## src/rtl/tdc_coarse_mc.sv

```systemverilog
// Multi-channel coarse TDC: a free-running coarse counter started by hit, with per-channel capture registers.
// Define TDC_COARSE_EPOCH_EN to wrap the counter and count epochs; otherwise the counter saturates and flags ovf.
module tdc_coarse_mc #(
  parameter int CNT_W   = 8,
  parameter int NCH     = 4,
  parameter int EPOCH_W = 8
) (
  input  logic                   clk,
  input  logic                   rst,
  input  logic                   hit,
  input  logic                   clear,
  input  logic [NCH-1:0]         store,
  input  logic [NCH-1:0]         sel,
  input  logic [NCH-1:0]         rd_ack,
  output logic [NCH*CNT_W-1:0]   count,
  output logic [NCH*EPOCH_W-1:0] epoch,
  output logic [NCH-1:0]         valid,
  output logic [NCH-1:0]         lost,
  output logic                   ovf,
  output logic                   running
);

  typedef enum logic [1:0] {IDLE, RUN, SAT} state_t;

  localparam logic [CNT_W-1:0] CTR_MAX = '1;

  state_t           state, state_nxt;
  logic [CNT_W-1:0] ctr, ctr_d;
  logic             at_max;

  assign at_max  = (ctr == CTR_MAX);
  assign running = (state == RUN);

  always_ff @(posedge clk) begin
    if (rst) state <= IDLE;
    else     state <= state_nxt;
  end

  // clear is applied last so it overrides hit and saturation
  always_comb begin
    state_nxt = state;
    case (state)
      IDLE: if (hit) state_nxt = RUN;
      RUN: begin
`ifndef TDC_COARSE_EPOCH_EN
        if (at_max) state_nxt = SAT;
`endif
      end
      default: state_nxt = state;
    endcase
    if (clear) state_nxt = IDLE;
  end

  // Zeroing on the way into IDLE keeps the first RUN cycle at ctr = ctr_d = 0
  always_ff @(posedge clk) begin
    if (rst || state_nxt == IDLE) begin
      ctr   <= '0;
      ctr_d <= '0;
    end else if (state == RUN) begin
      ctr_d <= ctr;
`ifdef TDC_COARSE_EPOCH_EN
      ctr   <= ctr + 1'b1;
`else
      if (!at_max) ctr <= ctr + 1'b1;
`endif
    end
  end

`ifdef TDC_COARSE_EPOCH_EN
  logic [EPOCH_W-1:0] ep, ep_d;

  // ep_d tracks ep one cycle late so it stays paired with ctr_d across a wrap
  always_ff @(posedge clk) begin
    if (rst || state_nxt == IDLE) begin
      ep   <= '0;
      ep_d <= '0;
    end else if (state == RUN) begin
      ep_d <= ep;
      if (at_max) ep <= ep + 1'b1;
    end
  end

  assign ovf = 1'b0;
`else
  always_ff @(posedge clk) begin
    if (rst)                        ovf <= 1'b0;
    else if (state == RUN && at_max) ovf <= 1'b1;
  end

  assign epoch = '0;
`endif

  // A store is dropped only when the channel still holds an unacknowledged result
  always_ff @(posedge clk) begin
    if (rst) begin
      count <= '0;
      valid <= '0;
      lost  <= '0;
`ifdef TDC_COARSE_EPOCH_EN
      epoch <= '0;
`endif
    end else begin
      for (int i = 0; i < NCH; i++) begin
        if (store[i] && state != IDLE) begin
          if (!valid[i] || rd_ack[i]) begin
            count[i*CNT_W +: CNT_W] <= (state == SAT) ? CTR_MAX : (sel[i] ? ctr_d : ctr);
`ifdef TDC_COARSE_EPOCH_EN
            epoch[i*EPOCH_W +: EPOCH_W] <= sel[i] ? ep_d : ep;
`endif
            valid[i] <= 1'b1;
          end else begin
            lost[i] <= 1'b1;
          end
        end else if (rd_ack[i]) begin
          valid[i] <= 1'b0;
        end
      end
    end
  end

endmodule

```

## config.mk

```make
export PLATFORM = sky130hd
export DESIGN_NAME = tdc_coarse_mc
export DESIGN_NICKNAME = d
export VERILOG_FILES = /design/src/rtl/tdc_coarse_mc.sv
export SDC_FILE = /design/constraint.sdc
export NUM_CORES = 1
export LEC_CHECK = 0
export ABC_AREA = 0
export ABC_CLOCK_PERIOD_IN_PS = 1500
export BUFFER_PORTS_ARGS = -buffer_cell sky130_fd_sc_hd__buf_4
export CAP_MARGIN = 20
export CORE_MARGIN = 3
export CORE_UTILIZATION = 45
export DETAILED_ROUTE_END_ITERATION = 10
export GPL_TIMING_DRIVEN = 0
export PLACE_DENSITY = 0.75
export SLEW_MARGIN = 20
export SYNTH_ARGS = -nofsm -noshare
export SYNTH_HDL_FRONTEND = slang
export SYNTH_SLANG_ARGS = --single-unit
```

## constraint.sdc

```tcl
create_clock -name clk -period 1.5 [get_ports clk]
set_clock_uncertainty 0.15 [all_clocks]
set_input_delay 0.075 -clock clk [delete_from_list [all_inputs] [get_ports clk]]
set_output_delay 0.075 -clock clk [all_outputs]
set_load 0.02 [all_outputs]
```

==> flow_metrics.py <==
metrics = {
    "outcome": {
        "status": "finished, final reports clean",
    },
    "routing": {
        "dr.pass1.iters": 4,
        "wirelength_um": 7920,
        "vias": 2666,
        "vias_per_cell": 5.21,
        "wl_per_cell_um": 15.5,
        "drc": 0,
        "first_iter_violations": 140,
        "postRouteAntennaNets": 0,
    },
    "cts": {
        "numCtsBuffers": 9,
        "cts_sinks": 59,
        "clock_path_buffers": 2,
        "clk_latency_ns": 0.33,
        "cts_tree": "done",
        "cts_htree_levels": 3,
        "clk_pin_slew_worst_paths_ns": 0.06,
        "root_buffer": "clkbuf_8",
    },
    "worst_setup_path": {
        "worstPathArrival_ns": 1.54,
        "worstReg2RegStart": "ctr[1]",
        "critPathRequiredTime_ns": 1.57,
        "reg2reg_to": "ctr[7]",
        "reg2reg_slack_ns": 0.03,
        "cp-start-kind": "flop",
        "reg2reg_depth": 5,
        "cp-end-kind": "flop",
        "critical_path_class": "reg -> reg",
        "worst-path-max-fanout": 4,
    },
    "placement": {
        "dp_hpwl_um": 4940,
        "dp.cells": 470,
        "portBuffers": 52,
        "routabilityCongestion": 0.766,
        "pre_cts_ws_ns": -0.154,
    },
    "yosys": {
        "synth_edf_count": 0,
        "synth_top_area_share_pct": 41.3,
        "ys.flop_type": "dfxtp_1",
        "synth_area_per_cell_um2": 9.18,
        "synthDistinctLibCells": 38,
        "synth_common_cells": "dfxtp_1 (59), nor2_1 (49), buf_4 (38)",
        "synthCells": 312,
        "synth.area.top_cells": "dfxtp_1 (41%), mux2i_1 (12%), buf_4 (10%)",
        "yosysSeqAreaShare_pct": 41.3,
        "yosys.area.top_type": "dfxtp_1",
        "synthArstFlopShare_pct": 0,
        "syn_area_mm2": 0.00286,
        "yosys_register_bits": 59,
        "synth_warnings": 0,
        "synth_most_common_cell": "dfxtp_1",
    },
    "hold_path": {
        "hold_start": "sel[3]",
        "hold_class": "in -> reg",
        "hold_depth": 3,
        "hold_end": "count[30]",
    },
    "grt": {
        "grt_overflow": 0,
        "grtUsageTotal_pct": 20.4,
        "antenna_found_initial": 0,
        "grt_pass1_wl_um": 11900,
        "grt_max_degree": 11,
        "grt_pass1_vias": 2481,
    },
    "timing": {
        "setup_viol": 0,
        "drv_slew": 0,
        "post-route-period-util_pct": 98.1,
        "rsz0062_at_grt": "true",
        "worst_slew_pin_slew_ns": 0.552,
        "layout_setup_ws_ns": 0.0284,
        "clock.fmax_mhz": 680,
        "relSlewSlack_pct": 63.2,
        "layout_min_cycle_time_ns": 1.47,
        "finalHoldViolCount": 0,
    },
    "cells_and_area": {
        "finalNetCount": 449,
        "diodes": 0,
        "drive_above_1_share_pct": 38.0,
        "areaGrowthSynthToFinish_pct": 41.0,
        "fin_cells": 512,
        "fill_cells": 501,
    },
    "floorplan": {
        "io_pins": 90,
        "dieArea_mm2": 0.00735,
        "die_w_um": 85.8,
        "die_h_um": 85.8,
        "initial_core_util_pct": 47.5,
        "fp-row-count": 28,
        "core_mm2": 0.00603,
    },
    "power_and_ir_drop": {
        "power_uw": 3500,
        "swShare_pct": 25.7,
        "power_frac_comb_pct": 14.3,
        "ir_drop_mv": 0.442,
        "switchingPower_uw": 900,
        "power.share.clock_pct": 39.4,
        "p_int_uw": 2600,
        "p_leak_uw": 0.00170,
        "power_frac_seq_pct": 46.3,
        "cellPowerDensity_mw_per_mm2": 868,
    },
    "run": {
        "maxCapViolCount": 0,
    },
}
## metrics by stage
stage / setup TNS [ns] / cell area, µm² / hold slack (ns) / util, %
after floorplan: 0 / 2980 / 0.0657 / -
after global placement: -1.84 / 3470 / 0.175 / 57.5
after detailed placement: -3.48 / 3470 / 0.174 / 57.5
after CTS: -0.00708 / 3850 / 0.182 / 64.0
after global routing: -0.0658 / 4040 / 0.210 / 67.0
final: 0 / 4040 / 0.191 / 67.0
## metal layers
metal,track usage [%],wire (µm),up-vias
li1,-,-,1293
met3,5.96,585,17
met5,0,0,-
met4,6.19,121,0
met2,35.2,4110,96
met1,24.5,3100,1260
## critical path, stage by stage, from the launching register on
cell       delay [ns]
dfxtp_4          0.35
ha_4             0.16
and3_4           0.20
a2111oi_4        0.30
xnor2_1          0.16
nor2_1           0.05
## cells in the final DEF, fill, tap and decap left out, types with 2 or more instances in the layout
master	instances
buf_6	8
clkbuf_8	13
nor2_1	48
o21ai_0	2
nand4_1	2
xor2_1	2
dfxtp_1	51
clkbuf_1	7
a31oi_1	4
nand2_1	17
a21oi_1	14
buf_4	104
nor2_4	4
xnor2_1	2
clkbuf_2	2
nor3_2	2
dfxtp_2	3
dlygate4sd3_1	11
mux2i_1	33
buf_1	3
buf_2	4
a211oi_2	2
nor2b_2	4
a311oi_1	29
a311oi_2	3
dfxtp_4	5
conb_1	32
o21ai_1	4
## power by group through the flow
stage                     Combinational, µW  Clock, µW  Sequential, µW
final                                   503       1380            1620
after global routing                    539       1480            1620
after CTS                               476       1400            1620
after detailed placement                440          0            1660
after global placement                  436          0            1660
after floorplan                         281          0            1700
## flip-flops by register name, summed over array words and instances (netlist names)
signal  flops
ovf         1
valid       4
ctr_d       8
state       2
ctr         8
count      32
lost        4
## worst max path at each step
stage | from | to | slack [ns] | cells after the start
2_1_floorplan | ctr[1] | ctr[7] | 0.01 | 5
3_3_place_gp | state[1] | ctr[1] | -0.12 | 5
3_5_place_dp | state[1] | ctr[0] | -0.15 | 5
4_1_cts | state[1] | running | -0.007 | 4
5_1_grt | ctr[3] | ctr[5] | -0.04 | 5
6_report | ctr[1] | ctr[7] | 0.03 | 5
## layout make-up
class                           count  area [µm²]  area share (%)
Buffer                             56         404            10.0
Clock buffer                       15         186            4.62
Clock inverter                      1        5.00           0.124
Inverter                            2        7.51           0.186
Multi-Input combinational cell    223        1500            37.2
Sequential cell                    59        1200            29.8
Tap cell                           75        93.8            2.32
Timing Repair Buffer               81         637            15.8
## cell families after synthesis
| logic type | after synthesis | share of synthesized area [%] |
|---|---|---|
| AND/OR/NAND/NOR | 89 | 14.6 |
| other | 1 | 0.131 |
| buffers and inverters | 61 | 13.6 |
| multiplexers | 33 | 11.5 |
| AO/OA/AOI/OAI | 64 | 17.2 |
| flip-flops | 59 | 41.3 |
| XOR/XNOR | 4 | 1.22 |
| adder cells (fa/ha/maj) | 1 | 0.437 |
## timing repair
item | in CTS | in global routing
endpoints found under the hold margin | 11 | 0
buffers inserted | 6 | 11
cloned | 0 | 1
gates resized for setup | 19 | 35
pin swaps | 7 | 9
hold buffers | 11 | 0
endpoints found under the setup margin | 46 | 45
Power figures use the tool's default switching activity.
